`src/rtl/nibble_serial_adder.sv`:
```
// Multi-nibble add/subtract sequencer: feeds one external 4-bit adder slice per
// clock (LS nibble first), chains the carry, and returns the result with flags.
module nibble_serial_adder #(
  parameter int NIB = 4
) (
  input  logic              clk,
  input  logic              rst_n,
  input  logic              in_valid,
  output logic              in_ready,
  input  logic [4*NIB-1:0]  op_a,
  input  logic [4*NIB-1:0]  op_b,
  input  logic              op_sub,
  output logic [3:0]        slice_a,
  output logic [3:0]        slice_b,
  output logic              slice_cin,
  input  logic [3:0]        slice_res,
  input  logic              slice_cout,
  output logic              out_valid,
  input  logic              out_ready,
  output logic [4*NIB-1:0]  result,
  output logic              carry_out,
  output logic              overflow,
  output logic              zero
);
  localparam int W  = 4 * NIB;
  localparam int IW = (NIB > 1) ? $clog2(NIB) : 1;

  typedef enum logic [1:0] {IDLE, RUN, DONE} state_e;

  state_e                 state_q, state_d;
  logic [IW-1:0]          idx_q, idx_d;
  logic                   cy_q, cy_d;
  logic [NIB-1:0][3:0]    a_q, a_d, b_q, b_d, res_q, res_d, res_upd;
  logic                   cout_q, cout_d, ovf_q, ovf_d, zero_q, zero_d;

  // Current result with the in-flight nibble merged, so the zero flag sees the final word.
  always_comb begin
    res_upd         = res_q;
    res_upd[idx_q]  = slice_res;
  end

  always_comb begin
    state_d   = state_q;
    idx_d     = idx_q;
    cy_d      = cy_q;
    a_d       = a_q;
    b_d       = b_q;
    res_d     = res_q;
    cout_d    = cout_q;
    ovf_d     = ovf_q;
    zero_d    = zero_q;
    in_ready  = 1'b0;
    out_valid = 1'b0;
    slice_a   = 4'h0;
    slice_b   = 4'h0;
    slice_cin = 1'b0;
    case (state_q)
      IDLE: begin
        in_ready = 1'b1;
        if (in_valid) begin
          a_d     = op_a;
          b_d     = op_b ^ {W{op_sub}};
          cy_d    = op_sub;
          idx_d   = '0;
          res_d   = '0;
          state_d = RUN;
        end
      end
      RUN: begin
        slice_a   = a_q[idx_q];
        slice_b   = b_q[idx_q];
        slice_cin = cy_q;
        res_d     = res_upd;
        cy_d      = slice_cout;
        idx_d     = idx_q + 1'b1;
        if (idx_q == IW'(NIB - 1)) begin
          state_d = DONE;
          cout_d  = slice_cout;
          ovf_d   = (a_q[NIB-1][3] == b_q[NIB-1][3]) && (slice_res[3] != a_q[NIB-1][3]);
          zero_d  = (res_upd == '0);
        end
      end
      DONE: begin
        out_valid = 1'b1;
        if (out_ready) state_d = IDLE;
      end
      default: state_d = IDLE;
    endcase
  end

  always_ff @(posedge clk or negedge rst_n) begin
    if (!rst_n) begin
      state_q <= IDLE;
      idx_q   <= '0;
      cy_q    <= 1'b0;
      a_q     <= '0;
      b_q     <= '0;
      res_q   <= '0;
      cout_q  <= 1'b0;
      ovf_q   <= 1'b0;
      zero_q  <= 1'b0;
    end else begin
      state_q <= state_d;
      idx_q   <= idx_d;
      cy_q    <= cy_d;
      a_q     <= a_d;
      b_q     <= b_d;
      res_q   <= res_d;
      cout_q  <= cout_d;
      ovf_q   <= ovf_d;
      zero_q  <= zero_d;
    end
  end

  assign result    = res_q;
  assign carry_out = cout_q;
  assign overflow  = ovf_q;
  assign zero      = zero_q;
endmodule

```
`config.mk`:
```
export PLATFORM = sky130hd
export DESIGN_NAME = nibble_serial_adder
export DESIGN_NICKNAME = d
export VERILOG_FILES = /design/src/rtl/nibble_serial_adder.sv
export SDC_FILE = /design/constraint.sdc
export NUM_CORES = 1
export LEC_CHECK = 0
export CAP_MARGIN = 5
export CORE_ASPECT_RATIO = 0.9
export CORE_MARGIN = 2
export CORE_UTILIZATION = 40
export DETAILED_ROUTE_END_ITERATION = 8
export PLACE_DENSITY = 0.71
export SLEW_MARGIN = 20
export SYNTH_ARGS = -nofsm -noshare
export SYNTH_HDL_FRONTEND = slang
export SYNTH_SLANG_ARGS = --single-unit
```
`constraint.sdc`:
```
create_clock -name clk -period 1.8 [get_ports clk]
set_clock_uncertainty 0.1 [all_clocks]
set_input_delay 0.27 -clock clk [delete_from_list [all_inputs] [get_ports clk]]
set_output_delay 0.27 -clock clk [all_outputs]
set_load 0.02 [all_outputs]
```
Word level (Yosys, flattened, before mapping) --
Cells that the tools add are included.
Storage, ports and cells: output and inout bits 30, bits of input ports 42, register bits after elaboration 56, word-level logic and storage cells 61
Cells by class: reductions and logical operators 9, magnitude comparators 2, equal/unequal tests 8, $add $sub $neg 1, mux-type cells 22, bitwise operators 1
Operator list (count):
- $pmux W16 S2 | 1
- $mux W4 | 5
- $bmux W4 S2 | 2
- $bwmux W16 | 1
- $logic_not A16 Y1 | 1
- $mux W16 | 1
- $xor A16 B16 Y16 | 1
- $demux W4 S2 | 1
- $mux W2 | 4
- $ne A2 B2 Y1 const B | 3
- $pmux W2 S3 | 1
- $reduce_and A2 Y1 | 3
- $eq A2 B2 Y1 const B | 2
- $mux W1 | 4
- $pmux W2 S2 | 1
- $lt A2 B3 Y1 const B | 1
- $reduce_and A3 Y1 | 1
- $add A2 B1 Y2 const B | 1
- $eq A2 B1 Y1 const B | 1
- $ge A2 B1 Y1 const B | 1
- $logic_and A1 B1 Y1 | 2
- $logic_not A2 Y1 | 1
- $pmux W1 S2 | 1
- $reduce_bool A2 Y1 | 1
- 2 further kinds | 2

Depth between registers and ports, before layout --
word-level depth 6, depth in mapped cells 8, depth with buffers taken out 6

Worst setup path before layout --
No wires, ideal clock.
kind reg2reg, from reg idx_q[1], to reg zero_q (netlist: zero), path buffers 2, period minus slack after synthesis 1970 ps, cell stages (with the launch flop) 9, library setup time 92 ps, slack -170 ps, data required time 1608 ps, arrival 1778 ps, cell sequence dfrtp_1 > clkbuf_1 > inv_1 > ha_1 > buf_6 > mux2_2 > o32ai_1 > o2111ai_1 > o31ai_2
Between the ends: word-level cells in the longest chain between the ends 6, elaborated cells on any way between the ends 9, those cells by class order compare (2); eq/ne (1); mux (3); reduce/logical (3)
RTL lines:
- start: declaration | RTL line 31 | logic [IW-1:0] idx_q, idx_d;
- start signal: assignment | RTL line 104 | idx_q <= idx_d;
- $lt A2 B3 Y1 (implied by the code) or $ge A2 B1 Y1 (tied branches) | RTL line 39 | res_upd[idx_q] = slice_res;
- $logic_and A1 B1 Y1 (implied by the code) | RTL line 39
- $mux W4 (implied by the code) | RTL line 39
- $demux W4 S2 | RTL line 39
- $bwmux W16 | RTL line 39
- $logic_not A16 Y1 | RTL line 80 | zero_d = (res_upd == '0);
- end signal: assignment | RTL line 111 | zero_q <= zero_d;
- end: declaration | RTL line 34 | logic cout_q, cout_d, ovf_q, ovf_d, zero_q, zero_d;
Parallel ways exist; a longest one is shown, timed or not. A chain may end at the register's enable or synchronous reset.

Worst setup path in the final report --
from reg idx_q[0], to out slice_a[3]
Between the ends: word-level cells in the longest chain between the ends 3
RTL lines:
- $bmux W4 S2 | RTL line 70 | slice_a = a_q[idx_q];
- $mux W4 (implied by the code) | RTL line 70
- $mux W4 | RTL line 57 | case (state_q)
- end: declaration | RTL line 13 | output logic [3:0] slice_a,
No other way between the ends. The select of a mux whose other input is x is not followed.

==> flow_summary_export.csv <==
group,metric,value,unit
final_layout,fin_util,0.609,
worst_setup_path,crit_path_cell_trace,"buf_6 > mux4_2 > and2_4 > buf_6",
global_route,grt_max_degree,57,
global_route,grt_pass1_vias,2163,
floorplan,start_util,0.413,
floorplan,die_y,82.0,um
final_layout,area_delta_synth_final,47.4,%
clocking,root_buffer,"clkbuf_8",
synth,yosysSeqAreaShare,0.518,
timing,worst_hold_slack,376,ps
power,power_density,1850,nW/um^2
timing,setup_viol_count_final,10,
floorplan,die-width,90.7,um
worst_setup_path,critPathCaptureType,"output pin",
route,via_per_inst,5.03,
job,maxCapViolations,0,
worst_setup_path,crit_family,"multiplexers",
clocking,cts_buffers,5,
worst_setup_path,cp_slowest_cell,"mux4_2",
synth,synth.distinct_cells,33,
clocking,h-tree-depth,2,
timing,layout_min_cycle_time,2060,ps
route,ant_nets,0,
synth,async_flop_share,1.00,
timing,rsz0062_at_grt,"true",
final_layout,antennaDiodeCount,0,
worst_setup_path,worst_path_largest_cell_delay,500,ps
route,drc,0,
final_layout,fin_nets,364,
timing,worstMarginPinSlew,358,ps
synth,ys_warn_count,0,
route,drtIter0Drc,82,
place,gp_congestion,0.819,
worst_setup_path,cpMostUsedCell,"buf_6",
synth,ys_ff_latch,56,
synth,syn_area,2710,um^2
timing,setup-tns-final,-1920,ps
worst_setup_path,worstPathRequired,1430,ps
worst_setup_path,start_kind,"flop",
global_route,grt_pass1_wl,10500,um
global_route,overflow,0,
clocking,numClockSinks,56,
clocking,tritoncts,"yes",
floorplan,ios,72,
floorplan,rows,28,
clocking,clk-insertion-delay-late,310,ps
power,report.power.total,7.40,mW
worst_setup_path,worstPathMaxFanout,4,
timing,fin_crit_sh,1.14,
global_route,grt.total_usage,0.178,
timing,setup_ws,-259,ps
clocking,clkTransAtPathRegs,100,ps
synth,synth_edf_count,0,
synth,syn_area_per_cell,12.2,um^2
synth,syn_nets,267,
route,routed_wl,6230,um
timing,max_freq,486,MHz
final_layout,stdcell_count,409,
synth,synth_ff_type,"dfrtp_1",
floorplan,die_area,7440,um^2
clocking,clockBufferDepth,2,
route,drtPass1Iterations,4,
synth,syn_inst,221,
status,violations,"negative setup slack",
global_route,antenna_found_initial,0,
power,ir_worst_vdd,783,uV
place,dp_hpwl,4450,um
final_layout,layout-drive-gt1-share,0.329,
floorplan,core,6550,um^2
power,p_leak,1.65,nW
timing,maxSlewHeadroom,0.759,
worst_setup_path,cp_num_buf_inv,2,
worst_setup_path,cp.arrival,1690,ps
worst_setup_path,worstSetupPathType,"reg -> out",
place,dp.cells,398,
timing,hold_viol_final,0,
place,io_buffers,71,
route,vias,2058,
min_path,hp-class,"in -> async",
timing,drv_slew,0,
status,status,"finished with violations",
route,wire_per_inst,15.2,um
final cells by class:
class | count | area (um^2)
inverter | 3 | 16.3
tap | 90 | 113
sequential | 56 | 1400
clock buffer | 5 | 68.8
clock inverter | 3 | 42.5
timing repair buffer | 106 | 1070
multi-input combinational | 146 | 1280
fill | 560 | 2560
worst reg2reg max path: cells and delay by family (launching register included):
family / cells / cell delay [ps]
AOI/OAI and AO/OA: 3 / 450
muxes: 1 / 290
adders and majority gates: 1 / 120
buffers and inverters: 3 / 320
DFF: 1 / 450
layout by cell type, fill, tap and decap left out, drive strengths merged, types with 2 or more instances in the layout:
cell type,count
ha,4
o31ai,2
inv,3
nand2b,2
nor2b,2
clkdlybuf4s50,59
mux4,8
nor3,4
mux2,18
dfrtp,56
nand2,6
buf,43
nor3b,3
nor2,21
xnor2,16
a32o,16
a21oi,18
clkbuf,7
o21ai,8
and2,9
cell families (layout without fill, tap and decap cells):
| kind of cell | after synthesis | after routing | synth area share |
|---|---|---|---|
| mux | 26 | 26 | 0.141 |
| flops | 56 | 56 | 0.518 |
| xor+xnor | 16 | 16 | 0.0518 |
| buf+inv | 19 | 117 | 0.0370 |
| fa+ha+maj | 4 | 4 | 0.0185 |
| simple gates | 50 | 50 | 0.0948 |
| compound gates | 50 | 50 | 0.139 |
where the power goes:
part | switching, mW | internal (mW) | total, mW
Sequential | 0.347 | 1.84 | 2.18
Clock | 0.419 | 0.412 | 0.831
Combinational | 1.96 | 2.43 | 4.39
Total | 2.72 | 4.68 | 7.40
flip-flops by register name, summed over array words and instances, names as in the netlist:
| register | flops |
|---|---|
| zero | 1 |
| idx_q | 2 |
| b_q | 16 |
| overflow | 1 |
| result | 16 |
| a_q | 16 |
| carry_out | 1 |
| cy_q | 1 |
| state_q | 2 |
path summary, 6_finish.rpt:
check	start	endpoint	slack, ps	cells past startpoint
setup / recovery	idx_q[0]$_DFFE_PN0P_	slice_a[3]	-260	4
hold / removal	rst_n	a_q[7]$_DFFE_PN0P_	380	3
setup reg to reg	idx_q[0]$_DFFE_PN0P_	zero$_DFFE_PN0P_	-10	8
hold reg to reg	cy_q$_DFFE_PN0P_	cy_q$_DFFE_PN0P_	380	2
max in group asynchronous	rst_n	b_q[1]$_DFFE_PN0P_	980	3
min in group clk	cy_q$_DFFE_PN0P_	cy_q$_DFFE_PN0P_	380	2
per-stage QoR:
stage	instance area, um^2	worst slack, ps
after floorplan	2750	-0.615
after global routing	3990	-325
after CTS	3930	-281
after detailed placement	3740	-316
after global placement	3740	-291
final	3990	-259
timing repair:
| item | CTS | global route |
|---|---|---|
| setup buffers | 1 | 0 |
| endpoints found under the setup margin | 12 | 27 |
| hold buffers | 1 | 0 |
| gates resized for setup | 72 | 12 |
| pin swaps | 11 | 1 |
| gates cloned | 0 | 1 |
| endpoints found under the hold margin | 56 | 0 |
metal layers:
layer | routed length, um | track usage
met3 | 327 | 0.0431
met2 | 3000 | 0.304
met4 | 53 | 0.0508
met1 | 2850 | 0.231
met5 | 0 | 0
cell usage after synthesis, drive strengths merged (2+ instances only):
| library cell | n | area, um^2 |
|---|---|---|
| mux4 | 8 | 180 |
| nand2 | 6 | 22.5 |
| mux2 | 18 | 203 |
| xnor2 | 16 | 140 |
| o31ai | 2 | 20.0 |
| nand2b | 2 | 12.5 |
| ha | 4 | 50.1 |
| nor3b | 3 | 33.8 |
| and2 | 9 | 56.3 |
| inv | 3 | 11.3 |
| nor3 | 4 | 20.0 |
| nor2b | 2 | 12.5 |
| a32o | 16 | 160 |
| dfrtp | 56 | 1400 |
| buf | 12 | 73.8 |
| a21oi | 18 | 90.1 |
| nor2 | 21 | 78.8 |
| clkbuf | 4 | 15.0 |
| o21ai | 8 | 55.1 |
No activity file was read; power rests on OpenSTA's default activity.
==> patch 1 (config.mk and constraints unchanged) <==
Set the parameter `NIB` to 2 (it was 4).
--- a/src/rtl/nibble_serial_adder.sv
+++ b/src/rtl/nibble_serial_adder.sv
@@ -2,5 +2,5 @@
 // clock (LS nibble first), chains the carry, and returns the result with flags.
 module nibble_serial_adder #(
-  parameter int NIB = 4
+  parameter int NIB = 2
 ) (
   input  logic              clk,
Ports: changed (resized op_a, op_b and result); port bits go from 72 to 48. The function was not compared with the original's and may differ.
==> patch 1 against the original RTL <==
- utilization grew 0.44 points
- sequential cell count shrank 25
- total power shrank 50%
- routed wire length shrank 46%
- clock power shrank 28%
- critical path depth grew 1
- synthesized area shrank 45%
- final area shrank 47%
- maximum frequency grew 19%
- worst hold slack lost 0.086 ns
- count of clock-buffer cells in the layout grew 3
- setup slack gained 0.34 ns
==> patch 1: results (changes against the original RTL) <==
ys_top_cells_by_count: "31 x sky130_fd_sc_hd__dfrtp_1, 20 x sky130_fd_sc_hd__nor2_1, 12 x sky130_fd_sc_hd__a22o_1"
synthToLayoutAreaGrowth_pct: 43.6
drive_gt1_frac: 0.163  # -0.166
nMultiInputCombCells: 89  # -39%
grt_use_met3: 0.0585  # +0.0154
max-vdd-ir-drop_uv: 940  # +20%
final-clk-cell-share: 0.0473  # +0.0193
wl_met3_um: 242  # -26%
clock_sink_count: 31  # -45%
finalCoreUtilization: 0.613  # +0.00435
grt_max_degree: 32  # -44%
outcome: "finished, final reports clean"
postPlaceCellArea_um2: 2060  # -45%
timing.reg2reg.setup_slack_ns: 0.31  # +0.32 ns
pre_cts_slack_ns: -0.00124  # +0.314 ns
multi_input_area_share: 0.297  # -0.0249
grt_pass1_wl_mm: 5.43  # -48%
num-fill-cells: 271  # -52%
critical_path.reg2reg.startpoint: "state_q[0]"
timing.critical_path.fanout_max: 11  # +7
dp_hpwl_mm: 2.46  # -45%
nonClockInverterCount: 5  # +2
postSynthAreaPerCell_um2: 11.2  # -8.7%
drt-vias-per-instance: 5.03  # about the same
gr-usage-met1: 0.228  # -0.00252
cts_post_setup_buffers_inserted: 0  # -1
ys_top_cells_by_area: "sky130_fd_sc_hd__dfrtp_1 53%, sky130_fd_sc_hd__a22o_1 7.1%, sky130_fd_sc_hd__mux2i_1 5.4%"
buffers_excl_clock: 57  # -46%
-- patch 1: what timing repair did --
item	CTS	global route
cloned	0	0
gates resized for setup	17	12
hold buffers	0	0
setup endpoints to repair	11	9
-- patch 1: kinds of logic (layout without fill, tap and decap cells) --
| kind of cell | after synthesis | after routing | share of synthesized area |
|---|---|---|---|
| AO/OA/AOI/OAI | 30 | 30 | 0.141 |
| XOR/XNOR | 8 | 8 | 0.0475 |
| buffers and inverters | 12 | 70 | 0.0483 |
| flip-flops | 31 | 31 | 0.526 |
| multiplexers | 17 | 17 | 0.123 |
| AND/OR/NAND/NOR | 34 | 34 | 0.115 |
-- patch 1: power by group --
part | total (uW) | internal, uW | switching (uW)
Combinational | 1910 | 930 | 975
Sequential | 1210 | 1010 | 197
Clock | 600 | 349 | 252
Total | 3710 | 2290 | 1420
==> patch 2 (same flow settings) <==
Made on the original files. Register the output `overflow` once more, cleared by the reset; this adds one clock of latency there. The other outputs are not delayed to match.
--- a/src/rtl/nibble_serial_adder.sv
+++ b/src/rtl/nibble_serial_adder.sv
@@ -115,5 +115,11 @@
   assign result    = res_q;
   assign carry_out = cout_q;
-  assign overflow  = ovf_q;
+  always_ff @(posedge clk or negedge rst_n) begin
+    if (!rst_n) begin
+      overflow <= '0;
+    end else begin
+      overflow <= ovf_q;
+    end
+  end
   assign zero      = zero_q;
 endmodule
Formal check against the unedited RTL: not equivalent (a bounded check fails within 10 cycles, from zero or initial values and one cycle with rst_n low).
==> patch 2 against the original RTL <==
- the run still ends with setup timing left
- critical path depth stayed put
- synthesized area shrank 1.5%
- non-clock buffer count decreased by 4
- routed wire length increased by 0.13%
- synthesized cell count fell by 5.0%
- total power is 1.2% higher
- clock power rose by 53%
- sequential share of layout area rose by 0.94 points
- count of clock-buffer cells in the layout up 8
- final area fell by 0.78%
- worst hold slack got worse by 0.098 ns
- setup slack better by 0.040 ns
- sequential cell count rose by 1
==> patch 2: results (changes against the original RTL) <==
outcome: "finished, violations left"
failed_checks: "setup timing"
routed-via-count: 2052  # -0.29%
data_arrival_critical_path_ns: 1.65  # -0.04 ns
standby_leakage_power_uw: 0.00167  # +1.0%
ys_types: 31  # -6.1%
gr-usage-all-layers: 0.188  # +0.00921
cts_buffers: 9  # +4
final_setup_fails: 8  # -2
finalSetupTns_ns: -1.60  # +0.321 ns
htree_num_levels: 3  # +1
drive_gt1_frac: 0.310  # -0.0192
gp_congestion: 0.807  # -1.5%
post-route-worst-setup-slack_ns: -0.219  # +0.0400 ns
clk_transition_reported_paths_ns: 0.06  # -0.04 ns
wl_per_cell_um: 15.5  # +1.6%
worst_hold_path_type: "register to register"
ys_top_cells_by_area: "sky130_fd_sc_hd__dfrtp_1 54%, sky130_fd_sc_hd__mux2_2 7.2%, sky130_fd_sc_hd__mux4_2 6.8%"
drt_iter0_markers: 91  # +11%
timing.reg2reg.setup_slack_ns: 0.07  # +0.08 ns
grt_max_degree: 44  # -23%
ys_top_cells_by_count: "57 x sky130_fd_sc_hd__dfrtp_1, 18 x sky130_fd_sc_hd__nor2_1, 17 x sky130_fd_sc_hd__a21oi_1, 17 x sky130_fd_sc_hd__mux2_2"
worst_slew_margin_rel: 0.753  # -0.00610
finalWirelength_mm: 6.24  # +0.13%
worstRegToRegCells: 7  # -1
worst_skew_pair.late_latency_ns: 0.33  # +0.02 ns
## patch 2: changes by cell type after synthesis, moves of 2 or more
cell                       change
sky130_fd_sc_hd__nor3_1        -3
sky130_fd_sc_hd__buf_4         +2
sky130_fd_sc_hd__nor4_1        +2
sky130_fd_sc_hd__o21ai_0       +3
sky130_fd_sc_hd__nor2_1        -3
sky130_fd_sc_hd__clkbuf_1      -2
sky130_fd_sc_hd__o21ai_2       -4
sky130_fd_sc_hd__nand2_1       -3
## patch 2: per-stage QoR
step	util	total power, uW	hold slack [ns]	area [um2]
2_1_floorplan	-	4400	-0.126	2680
3_3_place_gp	0.563	5860	0.101	3670
3_5_place_dp	0.563	5960	0.109	3670
4_1_cts	0.616	7680	0.279	4010
5_1_grt	0.608	7980	0.283	3960
6_report	0.608	7490	0.278	3960
## patch 2: layout make-up
cell class / instances / area (um2)
fillers: 547 / 2560
well taps: 90 / 113
repair buffers: 102 / 1000
multi-input cells: 135 / 1180
inverters: 4 / 20.0
clock inverters: 2 / 35.0
flip-flops and latches: 57 / 1430
clock buffers: 13 / 179
## patch 2: worst max path at each step
stage          slack [ns]          to     start
2_1_floorplan       0.008        zero  idx_q[1]
3_3_place_gp        -0.27  slice_b[3]  idx_q[0]
3_5_place_dp        -0.29  slice_b[2]  idx_q[0]
4_1_cts             -0.31  slice_b[2]  idx_q[0]
5_1_grt             -0.29  slice_b[2]  idx_q[0]
6_report            -0.22  slice_b[2]  idx_q[0]
## patch 2: logic make-up (layout without fill, tap and decap cells)
kind of cell    Yosys count  count (layout)  synth area share
compound gates           48              48             0.130
mux                      27              27             0.149
simple gates             40              40            0.0793
fa+ha+maj                 4               4            0.0188
flops                    57              57             0.535
buf+inv                  18             121            0.0357
xor+xnor                 16              16            0.0526
## patch 2: power groups by stage
stage	combinational (uW)	clock, uW	sequential [uW]
2_1_floorplan	2030	0	2370
3_3_place_gp	3660	0	2200
3_5_place_dp	3730	0	2230
4_1_cts	4170	1300	2210
5_1_grt	4340	1350	2290
6_report	4010	1270	2210
## patch 2: worst max-delay path, delay by kind of cell, from the launching register on
family	cells	cell delay, ns
mux	1	0.50
simple gates	1	0.15
flops	1	0.40
buf+inv	2	0.26
## patch 2: what timing repair did
action	CTS	global route
pin swaps	10	2
gates resized for setup	71	9
buffers inserted	3	1
hold buffers	1	0
endpoints found under the setup margin	20	21
gates cloned	1	0
endpoints found under the hold margin	14	0
## patch 2: layer usage
layer	track usage	wire length [um]	vias up
met2	0.317	3010	75
met1	0.228	2780	1009
met4	0.0523	48	0
met5	0	0	-
met3	0.0743	407	8
li1	-	-	960
